$ cat src/rtl/hazard_pkg.sv
// hazard_pkg: shared types and constants for the pipeline hazard controller.
package hazard_pkg;
    typedef enum logic {MEM_IDLE, MEM_WAIT} mem_state_t;
    localparam int REG_X0 = 0;
endpackage

$ cat src/rtl/dmem_wait_fsm.sv
// dmem_wait_fsm: data-memory handshake FSM; freezes the pipe while M waits, aborts on timeout.
module dmem_wait_fsm
    import hazard_pkg::*;
#(
    parameter int MEM_TIMEOUT = 15
) (
    input  logic clk,
    input  logic reset,
    input  logic mem_access_m,
    input  logic mem_ack,
    output logic mem_req,
    output logic freeze,
    output logic mem_err
);
    localparam int TW = $clog2(MEM_TIMEOUT + 1);
    mem_state_t state;
    logic [TW-1:0] tout;
    logic tmo;
    assign tmo = state == MEM_WAIT && !mem_ack && tout == TW'(MEM_TIMEOUT);
    assign mem_req = !reset && (state == MEM_WAIT || mem_access_m);
    // The final timed-out WAIT cycle releases the freeze so the abandoned access drains.
    assign freeze = !reset && (state == MEM_IDLE ? mem_access_m && !mem_ack : !mem_ack && !tmo);
    always_ff @(posedge clk or posedge reset)
        if (reset) begin
            state <= MEM_IDLE;
            tout <= '0;
            mem_err <= 1'b0;
        end else if (state == MEM_IDLE) begin
            if (mem_access_m && !mem_ack) begin
                state <= MEM_WAIT;
                tout <= TW'(1);
            end
        end else begin
            tout <= tout + TW'(1);
            if (mem_ack || tmo) state <= MEM_IDLE;
            if (tmo) mem_err <= 1'b1;
        end
endmodule

$ cat src/rtl/pipe_hazard_ctrl.sv
// pipe_hazard_ctrl: stall/flush sequencer for the F,D,E,B,M,W pipeline.
// Perf counters are built only when PIPE_PERF_CNT_EN is defined.
module pipe_hazard_ctrl
    import hazard_pkg::*;
#(
    parameter int REG_AW = 5,
    parameter int MEM_TIMEOUT = 15,
    parameter int CNT_W = 32
) (
    input  logic              clk,
    input  logic              reset,
    input  logic [REG_AW-1:0] rs1_d,
    input  logic [REG_AW-1:0] rs2_d,
    input  logic [REG_AW-1:0] rd_e,
    input  logic [REG_AW-1:0] rd_b,
    input  logic              load_e,
    input  logic              load_b,
    input  logic              mispredict_b,
    input  logic              mem_access_m,
    input  logic              mem_ack,
    output logic              mem_req,
    output logic              stall_f,
    output logic              stall_d,
    output logic              stall_e,
    output logic              stall_b,
    output logic              stall_m,
    output logic              flush_d,
    output logic              flush_e,
    output logic              flush_b,
    output logic              flush_w,
    output logic              mem_err,
    output logic [CNT_W-1:0]  stall_cnt,
    output logic [CNT_W-1:0]  flush_cnt
);
    localparam logic [REG_AW-1:0] X0 = REG_AW'(REG_X0);
    logic freeze, hit_e, hit_b, mp, lu;
    dmem_wait_fsm #(.MEM_TIMEOUT(MEM_TIMEOUT)) u_fsm (
        .clk(clk), .reset(reset), .mem_access_m(mem_access_m), .mem_ack(mem_ack),
        .mem_req(mem_req), .freeze(freeze), .mem_err(mem_err)
    );
    assign hit_e = load_e && rd_e != X0 && (rd_e == rs1_d || rd_e == rs2_d);
    assign hit_b = load_b && rd_b != X0 && (rd_b == rs1_d || rd_b == rs2_d);
    // Priority: memory freeze, then mispredict flush, then load-use bubble.
    assign mp = !reset && !freeze && mispredict_b;
    assign lu = !reset && !freeze && !mispredict_b && (hit_e || hit_b);
    assign stall_f = freeze || lu;
    assign stall_d = freeze || lu;
    assign stall_e = freeze;
    assign stall_b = freeze;
    assign stall_m = freeze;
    assign flush_d = mp;
    assign flush_e = mp || lu;
    assign flush_b = mp;
    assign flush_w = freeze;
`ifdef PIPE_PERF_CNT_EN
    always_ff @(posedge clk or posedge reset)
        if (reset) begin
            stall_cnt <= '0;
            flush_cnt <= '0;
        end else begin
            if (stall_f || stall_d || stall_e || stall_b || stall_m) stall_cnt <= stall_cnt + CNT_W'(1);
            if (mp) flush_cnt <= flush_cnt + CNT_W'(1);
        end
`else
    assign stall_cnt = '0;
    assign flush_cnt = '0;
`endif
endmodule

$ cat config.mk
export PLATFORM = sky130hd
export DESIGN_NAME = pipe_hazard_ctrl
export DESIGN_NICKNAME = d
export VERILOG_FILES = /design/src/rtl/hazard_pkg.sv /design/src/rtl/dmem_wait_fsm.sv /design/src/rtl/pipe_hazard_ctrl.sv
export SDC_FILE = /design/constraint.sdc
export NUM_CORES = 1
export LEC_CHECK = 0
export BUFFER_PORTS_ARGS = -buffer_cell sky130_fd_sc_hd__buf_4
export CORE_AREA = 2 2 61 63
export DETAILED_ROUTE_END_ITERATION = 10
export DIE_AREA = 0 0 63 65
export PLACE_DENSITY = 0.76
export SYNTH_ARGS = -nofsm -noshare
export SYNTH_HDL_FRONTEND = slang
export SYNTH_SLANG_ARGS = --single-unit
$ cat constraint.sdc
create_clock -name clk -period 1.8 [get_ports clk]
set_input_delay 0.36 -clock clk [delete_from_list [all_inputs] [get_ports clk]]
set_output_delay 0.36 -clock clk [all_outputs]
set_load 0.05 [all_outputs]
======== Word-level counts from Yosys, hierarchy flattened ========
Cells that the tools add are included.
word-level totals
  flip-flop bits (word level) ............. 6
cells by class
  add/subtract/negate cells ............... 1
  eq/ne operators ......................... 5
  muxes and demuxes ....................... 6
  reductions and logical operators ........ 30
operators with widths
  cell                   count
  $eq A5 B5 Y1           4
  $logic_and A1 B1 Y1    14
  $reduce_bool A5 Y1     2
  $mux W4                2
  $logic_or A1 B1 Y1     7
  $logic_not A1 Y1       5
  $add A4 B1 Y4 const B  1
  $eq A4 B4 Y1 const B   1
  $mux W1                4
  $reduce_and A2 Y1      1
  $reduce_bool A2 Y1     1

======== Longest topological paths before layout ========
Gate-level depths: netlist (run 1).
  depth in word-level cells ............... 12
  depth in mapped cells ................... 6
  depth with buffers taken out ............ 6

======== Modules after synthesis ========
From an unflattened synthesis (run 1), not the netlist that was laid out.
second synthesis, totals
  cell total of the unflattened synthesis .. 142
  area, all modules ....................... 1151.1 um^2
by module, submodules not included
  module            times used  cells each  area an instance (um^2)  sequential area each (um^2)
  pipe_hazard_ctrl  1           111         814.5                    0.0
  dmem_wait_fsm     1           31          336.6                    150.1

======== Worst setup path before layout (run 1) ========
No wires, ideal clock.
  path kind ............................... reg2out
  start point ............................. reg u_fsm.tout[0]
  end point ............................... out stall_f
  data arrival time ....................... 3.448 ns
  data required time ...................... 1.440 ns
  path slack .............................. -2.008 ns
  cell stages (with the launch flop) ...... 6
  buffers on the path ..................... 1
  cell sequence ........................... dfrtp_1 ha_1 and4_4 nor4_1 nand3b_1 buf_4
on the way
  longest elaborated chain between the ends .. 11
ends and longest elaborated chain
  what                              RTL line                text
  start, declared                   dmem_wait_fsm.sv:17     logic [TW-1:0] tout;
  start signal, assigned            dmem_wait_fsm.sv:34     tout <= tout + TW'(1);
  $eq A4 B4 Y1 *                    dmem_wait_fsm.sv:19     assign tmo = state == MEM_WAIT && !mem_ack && tout == TW'(MEM_TIMEOUT);
  $logic_and A1 B1 Y1 *             dmem_wait_fsm.sv:19
  $logic_not A1 Y1 *                dmem_wait_fsm.sv:22     assign freeze = !reset && (state == MEM_IDLE ? mem_access_m && !mem_ack : !mem_ack && !tmo);
  $logic_and A1 B1 Y1 *             dmem_wait_fsm.sv:22
  $mux W1 *                         dmem_wait_fsm.sv:22
  $logic_and A1 B1 Y1 *             dmem_wait_fsm.sv:22
  named net flush_w                 pipe_hazard_ctrl.sv:30  output logic flush_w,
  $logic_not A1 Y1                  pipe_hazard_ctrl.sv:45  assign lu = !reset && !freeze && !mispredict_b && (hit_e || hit_b);
  $logic_and A1 B1 Y1 (3 in a row)  pipe_hazard_ctrl.sv:45
  $logic_or A1 B1 Y1 *              n/a
  end, declared                     pipe_hazard_ctrl.sv:22  output logic stall_f,
Mark *: on every way through the listed nets, which the timed path passes. The rest lies on a longest branch.

======== Worst setup path after layout (run 1) ========
  start point ............................. reg u_fsm.tout[0]
  end point ............................... out flush_e
on the way
  longest elaborated chain between the ends .. 11
  elaborated cells on any way between the ends .. 12
ends and longest elaborated chain
  what                              RTL line                                        text
  $eq A4 B4 Y1 *                    dmem_wait_fsm.sv:19
  $logic_and A1 B1 Y1 *             dmem_wait_fsm.sv:19
  $logic_not A1 Y1 *                dmem_wait_fsm.sv:22
  $logic_and A1 B1 Y1 *             dmem_wait_fsm.sv:22
  $mux W1 *                         dmem_wait_fsm.sv:22
  $logic_and A1 B1 Y1 *             dmem_wait_fsm.sv:22
  $logic_not A1 Y1 *                pipe_hazard_ctrl.sv:44, pipe_hazard_ctrl.sv:45
  $logic_and A1 B1 Y1 *             pipe_hazard_ctrl.sv:44, pipe_hazard_ctrl.sv:45
  $logic_and A1 B1 Y1 (2 in a row)  pipe_hazard_ctrl.sv:45
  $logic_or A1 B1 Y1 *              pipe_hazard_ctrl.sv:52                          assign flush_e = mp || lu;
  end, declared                     pipe_hazard_ctrl.sv:28                          output logic flush_e,
Mark *: on every way between the ends. The rest lies on a longest branch, timed or not.

==> results of run 1 <==
==> placed cells by master, fill, tap and decap left out, drive strengths merged <==
master	synthesis	final
a21o	1	1
a21oi	1	1
a22oi	1	1
and2	1	1
and4	1	1
buf	70	68
clkbuf	0	3
conb	1	64
dfrtp	6	6
ha	1	1
inv	2	2
mux2i	1	1
nand2	9	9
nand3	3	3
nand3b	1	1
nor2	6	6
nor2b	1	1
nor3	4	4
nor4	2	2
o2111a	1	1
o2111ai	1	1
o21ai	4	4
o22ai	1	1
or3	1	1
or4	3	3
xnor2	11	11
xor2	10	10
==> state kept, by name, indices dropped and copies added, names as in the netlist <==
name	count
u_fsm.mem_err	1
u_fsm.state	1
u_fsm.tout	4
==> where the power goes <==
group / internal (mW) / switching, mW
logic: 0.238 / 0.513
registers: 0.171 / 0.0211
clock network: 0.0756 / 0.0522
==> cells by family (layout without fill, tap and decap cells) <==
kind of cell	after synthesis	count (layout)
AND/OR/NAND/NOR	32	32
AO/OA/AOI/OAI	10	10
adder cells (fa/ha/maj)	1	1
XOR/XNOR	21	21
flip-flops	6	6
buffers and inverters	72	73
other	1	64
multiplexers	1	1
==> worst reg2reg max path, cell delays in order (launching register included) <==
cell and delay [ns]:
dfrtp_1 0.39, ha_2 0.19, and4_4 0.15, buf_4 0.13
buf_6 0.11, a21o_1 0.16
==> layout make-up <==
cell class	count	area, sq um
fillers	385	1890
multi-input cells	129	759
repair buffers	68	608
flip-flops and latches	6	150
well taps	48	60.1
clock buffers	3	22.5
inverters	2	7.51
==> routing by layer <==
metal	vias up	share of wire, %	GRT usage, %
li1	461	-	-
met1	425	33	10.5
met2	61	54	21.4
met3	6	10	2.60
met4	0	2.7	6.39
met5	-	0	0
==> what timing repair did <==
| item | 4_1_cts | 5_1_grt |
|---|---|---|
| endpoints found under the setup margin | 9 | 10 |
| resized for setup | 31 | 4 |
| gates cloned | 0 | 0 |
| endpoints found under the hold margin | 0 | 0 |
| pin swaps | 16 | 7 |
| buffers inserted | 3 | 0 |
==> how the worst min path moves through the flow <==
| stage | from | to | slack [ns] |
|---|---|---|---|
| floorplan | reset | u_fsm.mem_err$_DFFE_PP0P_ | 0.15 |
| global placement | reset | u_fsm.tout[2]$_DFFE_PP0P_ | 0.34 |
| detailed placement | reset | u_fsm.tout[2]$_DFFE_PP0P_ | 0.35 |
| CTS | reset | u_fsm.tout[2]$_DFFE_PP0P_ | 0.09 |
| global route | reset | u_fsm.tout[0]$_DFFE_PP0P_ | 0.10 |
| finish | reset | u_fsm.tout[3]$_DFFE_PP0P_ | 0.09 |
==> stage by stage <==
stage	utilization [%]	worst slack (ns)	setup TNS, ns
after detailed placement	40.9	-0.389	-1.54
after global placement	40.9	-0.385	-1.47
after floorplan	-	-0.847	-2.93
final	46.0	-0.482	-2.62
after CTS	46.0	-0.498	-3.03
after global routing	46.0	-0.548	-3.31
==> impl_metrics.tcl, run 1 <==
set metrics [dict create \
    dp.cells 251 \
    synthCells 144 \
    drc 0 \
    synth_compound_area_share_pct 5.81 \
    regToRegSetupSlack_ns 0.56 \
    cpLargestDelayFamily "simple AND/OR/NAND/NOR gates" \
    startpoint "u_fsm.tout[0]$_DFFE_PP0P_" \
    placed_area_sq_um 1430 \
    synthXorXnorAreaFrac_pct 16.1 \
    slew_violations 0 \
    core-area_sq_um 3500 \
    postSynthAreaPerCell_sq_um 7.93 \
    wl_per_cell_um 9.54 \
    synth_area_leader_cell "buf_4" \
    ys_ff_latch 6 \
    overflow 0 \
    routed_wl_mm 2.44 \
    reg2reg_depth 5 \
    failed_checks "setup timing" \
    hold_violations 0 \
    power_mw 1.07 \
    synth-seq-area-share_pct 13.1 \
    r2r_start "u_fsm.tout[0]$_DFFE_PP0P_" \
    outcome "finished with violations" \
    final-instance-count-excl-fill 256 \
    peakVddDrop_v 0.000254 \
    crit_chain "ha_2, and4_4, nor3_4, nor2_2, o2111a_1, or3_4, buf_8" \
    crit_required_ns 1.44 \
    synth_area_sq_um 1140 \
    drv_cap 0 \
    end_kind "output pin" \
    grt_pass1_vias 828 \
    dieWidth_um 63 \
    slowest_delay_ns 0.39 \
    start_util_pct 32.7 \
    dieArea_sq_um 4100 \
    antenna_found_initial 0 \
    place.gp.congestion 0.816 \
    fmax_mhz 438 \
    tritoncts "built" \
    setup_viol 9 \
    drt_iter0_drc 13 \
    muxShareOfSynthArea_pct 0.876 \
    synthToLayoutAreaGrowth_pct 40.7 \
    rsz0062_at_grt "true" \
    cts_root_buf "clkbuf_4" \
    stdcell_area_sq_um 1610 \
    clk_latency_ns 0.25 \
    clock_path_buffers 2 \
    cp.depth 7 \
    setup_slack_ns -0.482 \
    fin_crit_ns 2.28 \
    p_per_area_nw_per_um2 666 \
    synth.most_common_cell "buf_4" \
    async_flop_share_pct 100 \
    cp.arrival_ns 1.92 \
    grt_usage_pct 11.0 \
    cts_inserted_buffers 3 \
    drive_gt1_share_pct 41.3 \
    finClkSkew_ns 0.00224 \
    clk_pin_slew_ns 0.04 \
    start_kind "register" \
    yosysTopAreaCellShare_pct 45.3 \
    synth-main-ff-cell "dfrtp_1" \
    ant_nets 0 \
    worst-path-max-fanout 2 \
    leakagePower_nw 0.835 \
    synth-adder-area-share_pct 1.10 \
    whs_ns 0.0863 \
    viasPerCell 3.72 \
    yosysWarningCount 0 \
    io_pins 102 \
    diodes 0 \
    hpwl_mm 2.05 \
    cts_hold_repair.buffers 0 \
    synth_edf_count 0 \
    grt_max_degree 8 \
    yosys.cell_types.count 29 \
    die-height_um 65 \
    io_buffer_count 37 \
    num_rows 22 \
    period_share_pct 127 \
    synthTopCellsByArea "buf_4 (45%), dfrtp_1 (13%), xnor2_1 (8.4%)" \
    critPathBufInv 1 \
    worstHoldPathType "in2async" \
    synth_top_family_by_area "buffers and inverters" \
    crit_type "reg2out" \
    endpoint "flush_e" \
    firstDrtPassIters 4 \
    fin_nets 238 \
    htree_levels 1 \
    cpMaxStageDelayCell "dfrtp_1" \
    vias 953 \
    clock-sinks 6 \
    rr_endpoint "u_fsm.mem_err$_DFFE_PP0P_" \
    synth-simple-area-share_pct 15.7 \
    grt_pass1_wl_mm 3.45 \
    synth_commonest_cells "buf_4 (69), xnor2_1 (11), xor2_1 (10)" \
]
Note: power is estimated with default switching activity, not from simulation.
==> run 2: changes to the inputs <==
CORE_AREA = 2 2 56 79   (was 2 2 61 63)
DIE_AREA = 0 0 58 81   (was 0 0 63 65)
PLACE_DENSITY = 0.66   (was 0.76)
==> run 2 against run 1 <==
The run still ends with setup timing left. Register-to-register slack improved by 0.06 ns. Highest routed layer unchanged. Via count grew 2.2%. Worst hold slack better by 0.15 ns. Clock power is 60% higher. Critical path depth unchanged. Largest cell class unchanged.
==> impl_metrics.tcl, run 2 (synthesis results as in run 1) <==
set metrics [dict create \
    outcome "finished with violations" \
    failed_checks "setup timing" \
    start_kind "register" \
    regToRegSetupSlack_ns 0.62 \
    dp_slack_ns -0.401 \
    final-instance-count-excl-fill 252 \
    setup_slack_ns -0.519 \
    grtUsageMet3_pct 2.55 \
    drive_gt1_share_pct 39.1 \
    use_met1_pct 9.47 \
    stdcell_area_sq_um 1600 \
    grt_usage_pct 10.1 \
    cts_hold_repair.buffers 0 \
    wl_per_cell_um 9.99 \
    clock-sinks 6 \
    routed_wl_mm 2.52 \
    end_kind "output pin" \
    place.gp.congestion 0.816 \
    setup_viol 9 \
    slew_violations 0 \
    viasPerCell 3.87 \
    worstHoldPathType "in2async" \
    firstDrtPassIters 3 \
    leakagePower_nw 0.836 \
    overflow 0 \
    hold_violations 0 \
    cts_root_buf "clkbuf_8" \
    crit_type "reg2out" \
    cpMaxStageDelayCell "or3_4" \
    use_met2_pct 19.5 \
    reg2reg_depth 4 \
    ant_nets 0 \
    drv_cap 0 \
    crit_chain "ha_2, and4_4, nor3_4, nor2_2, and2_4, or3_4, buf_8" \
    die-height_um 81 \
    antenna_found_initial 0 \
    peakVddDrop_v 0.000534 \
    startpoint "u_fsm.tout[0]$_DFFE_PP0P_" \
    finClkSkew_ns 0.00198 \
    fin_crit_ns 2.32 \
    p_per_area_nw_per_um2 719 \
    nFillCells 415 \
    hpwl_mm 2.15 \
    crit_required_ns 1.44 \
    reg_top3 "u_fsm.tout (4), u_fsm.mem_err (1), u_fsm.state (1)" \
    fin_nets 237 \
    dieWidth_um 58 \
    io_buffer_count 37 \
    period_share_pct 129 \
    drt_iter0_drc 14 \
    grt_pass1_vias 866 \
    tritoncts "built" \
    clock_path_buffers 2 \
    grt-busiest-layer "met2" \
    final_common_cell "conb_1" \
    num_rows 28 \
    rr_endpoint "u_fsm.state$_DFF_PP0_" \
    final_cell_mix "conb_1 (64), buf_4 (48), xnor2_1 (11), buf_6 (11), xor2_1 (10)" \
    r2r_start "u_fsm.tout[0]$_DFFE_PP0P_" \
    fmax_mhz 431 \
    io_pins 102 \
    cp.arrival_ns 1.96 \
    grt_pass1_wl_mm 3.62 \
    drc 0 \
    largest_reg_flops 4 \
    dieArea_sq_um 4700 \
    slowest_delay_ns 0.39 \
    multi_input_area_sq_um 734 \
    diodes 0 \
    rsz0062_at_grt "true" \
    worst-path-max-fanout 2 \
    htree_levels 1 \
    whs_ns 0.240 \
    regArea_sq_um 150 \
    vias 974 \
    grt_max_degree 9 \
    start_util_pct 28.1 \
    placed_area_sq_um 1420 \
    top_register "u_fsm.tout" \
    core-area_sq_um 4060 \
    synthToLayoutAreaGrowth_pct 40.0 \
    cts_inserted_buffers 3 \
    dp.cells 247 \
    clk_latency_ns 0.23 \
    clk_pin_slew_ns 0.04 \
]
-- run 2: metrics by stage --
stage	total power, mW	util, %	TNS, ns
final	1.15	39.3	-2.47
after global routing	1.22	39.3	-3.02
after CTS	1.14	38.5	-2.43
after detailed placement	0.898	34.9	-1.62
after global placement	0.887	34.9	-1.54
after floorplan	0.803	-	-2.93
-- run 2: where the power goes --
part	internal, mW	switching [mW]
Clock	0.144	0.0611
Combinational	0.241	0.509
Sequential	0.172	0.0233
Total	0.556	0.593
-- run 2: cell type report --
| type | instances | area share, % |
|---|---|---|
| multi-input combinational | 129 | 45.9 |
| tap | 45 | 3.52 |
| timing repair buffer | 67 | 38.1 |
| clock buffer | 3 | 2.58 |
| sequential | 6 | 9.39 |
| inverter | 2 | 0.469 |
-- run 2: what timing repair did --
action	CTS	global route
resized for setup	26	6
pin swaps	13	7
buffers inserted	3	2
cloned	0	0
setup endpoints to repair	9	9
-- run 2: routing by layer --
layer,vias up,share of wire [%]
met5,-,0
met4,0,2.7
li1,463,-
met2,67,56
met3,7,9.9
met1,437,31
-- run 2: worst max path at each step --
stage | endpoint | slack, ns | cells past startpoint
finish | flush_e | -0.52 | 7
global route | flush_e | -0.58 | 7
CTS | flush_e | -0.49 | 7
detailed placement | flush_e | -0.40 | 5
global placement | flush_e | -0.39 | 6
floorplan | stall_f | -0.85 | 5
-- run 2: worst max-delay path, delay by kind of cell (launching register included) --
family	cells	cell delay, ns
fa+ha+maj	1	0.19
buf+inv	1	0.16
flops	1	0.37
simple gates	5	1.01
==> run 3: changes to the inputs <==
PLACE_DENSITY = unset   (was 0.66)
clock period = 2.33 ns   (was 1.8 ns; I/O delays follow)
==> run 3 against run 2 <==
The flow still finishes with violations (setup timing). Flip-flop and latch count unchanged. Clock power down 24%. Count of clock-buffer cells in the layout unchanged. Critical path type is now in2out. Highest routed layer is now met3.
==> impl_metrics.tcl, run 3 (synthesis results as in run 1) <==
set metrics [dict create \
    dieArea_sq_um 4700 \
    nFillCells 432 \
    multi_input_area_sq_um 723 \
    clk_latency_ns 0.22 \
    worstHoldPathType "in2async" \
    final_common_cell "conb_1" \
    die-height_um 81 \
    core-area_sq_um 4060 \
    power_mw 0.835 \
    viasPerCell 3.72 \
    clock-sinks 6 \
    grt_pass1_wl_mm 3.39 \
    largest_reg_flops 4 \
    crit_chain "buf_4, or4_4, o2111a_1, or3_4, buf_8" \
    num_rows 28 \
    whs_ns 0.222 \
    cts_inserted_buffers 3 \
    drt_iter0_drc 7 \
    regArea_sq_um 150 \
    leakagePower_nw 0.765 \
    outcome "finished with violations" \
    start_kind "input pin" \
    grt_pass1_vias 812 \
    grt_usage_pct 9.29 \
    clock_path_buffers 2 \
    rsz0062_at_grt "true" \
    htree_levels 1 \
    fmax_mhz 421 \
    setup_viol 3 \
    wl_per_cell_um 9.53 \
    finClkSkew_ns 0.000328 \
    io_buffer_count 37 \
    crit_required_ns 1.86 \
    fin_crit_ns 2.37 \
    routed_wl_mm 2.30 \
    synthToLayoutAreaGrowth_pct 26.1 \
    overflow 0 \
    p_per_area_nw_per_um2 580 \
    final_cell_mix "conb_1 (64), buf_4 (46), xnor2_1 (11)" \
    ant_nets 0 \
    r2r_start "u_fsm.tout[1]$_DFFE_PP0P_" \
    hold_violations 0 \
    regToRegSetupSlack_ns 1.17 \
    failed_checks "setup timing" \
    cts_root_buf "clkbuf_8" \
    io_pins 102 \
    drive_gt1_share_pct 34.7 \
    period_share_pct 102 \
    cts_hold_repair.buffers 0 \
    reg_top3 "u_fsm.tout (4), u_fsm.mem_err (1), u_fsm.state (1)" \
    dieWidth_um 58 \
    rr_endpoint "u_fsm.tout[2]$_DFFE_PP0P_" \
    end_kind "output pin" \
    stdcell_area_sq_um 1440 \
    hpwl_mm 2.02 \
    reg2reg_depth 6 \
    grt_max_degree 9 \
    vias 897 \
    crit_type "in2out" \
    drv_cap 0 \
    worst-path-max-fanout 2 \
    slowest_delay_ns 0.53 \
    slew_violations 0 \
    place.gp.congestion 0.773 \
    fin_nets 226 \
    drc 0 \
    tritoncts "built" \
    clk_pin_slew_ns 0.04 \
    firstDrtPassIters 4 \
    cpMaxStageDelayCell "or4_4" \
    antenna_found_initial 0 \
    peakVddDrop_v 0.000405 \
    start_util_pct 28.1 \
    setup_slack_ns -0.0441 \
    diodes 0 \
    placed_area_sq_um 1320 \
    cp.arrival_ns 1.91 \
    top_register "u_fsm.tout" \
]
[run 3: changes by cell type in the layout (fill, tap and decap cells not counted)]
cell and change:
buf_8 -6, buf_4 -2, buf_6 -2, nor3_1 +2, nor3_2 -2, a22oi_1 +1
a22oi_2 -1, buf_12 -1, o21ai_0 -1, o21ai_2 +1
[run 3: report_power, final]
part | leakage (nW) | switching (mW) | internal [mW]
registers | 0.0763 | 0.0235 | 0.132
clock network | 0.0216 | 0.0438 | 0.111
logic | 0.667 | 0.374 | 0.150
total | 0.765 | 0.442 | 0.393
[run 3: metal layers]
layer / share of wire [%] / global-route usage [%] / vias up
met5: 0 / 0 / -
met4: 0 / 0.698 / 0
met3: 12 / 2.87 / 0
met2: 56 / 18.8 / 63
met1: 33 / 9.46 / 393
li1: - / - / 441
[run 3: final cells by class]
cell class                      count  area share, %
Multi-Input combinational cell    129           50.2
Tap cell                           45           3.91
Inverter                            2          0.521
Timing Repair Buffer               56           32.1
Clock buffer                        3           2.87
Sequential cell                     6           10.4
[run 3: per-stage QoR]
step	setup TNS, ns	instances	setup WS, ns	util, %
2_1_floorplan	-0.607	207	-0.424	-
3_3_place_gp	-0.183	234	-0.125	32.5
3_5_place_dp	-0.265	234	-0.169	32.5
4_1_cts	-0.0964	240	-0.0599	35.2
5_1_grt	-0.196	241	-0.0691	35.4
6_report	-0.0847	241	-0.0441	35.4
[run 3: worst max path at each step]
stage	from	end	slack, ns	cells past startpoint
3_3_place_gp	rd_e[1]	flush_e	-0.13	6
6_report	rd_b[1]	flush_e	-0.04	5
4_1_cts	u_fsm.tout[0]$_DFFE_PP0P_	flush_e	-0.06	7
3_5_place_dp	rd_e[1]	flush_e	-0.17	6
2_1_floorplan	u_fsm.tout[0]$_DFFE_PP0P_	stall_f	-0.42	5
5_1_grt	u_fsm.tout[1]$_DFFE_PP0P_	flush_e	-0.07	7
[run 3: what timing repair did]
action	in CTS	in global routing
setup buffers	3	1
endpoints found under the setup margin	3	3
resized for setup	14	1
pin swaps	8	3
[run 3: critical path: cells and delay by family]
family	cells	cell delay (ns)
compound gates	1	0.25
buf+inv	2	0.27
simple gates	2	0.92
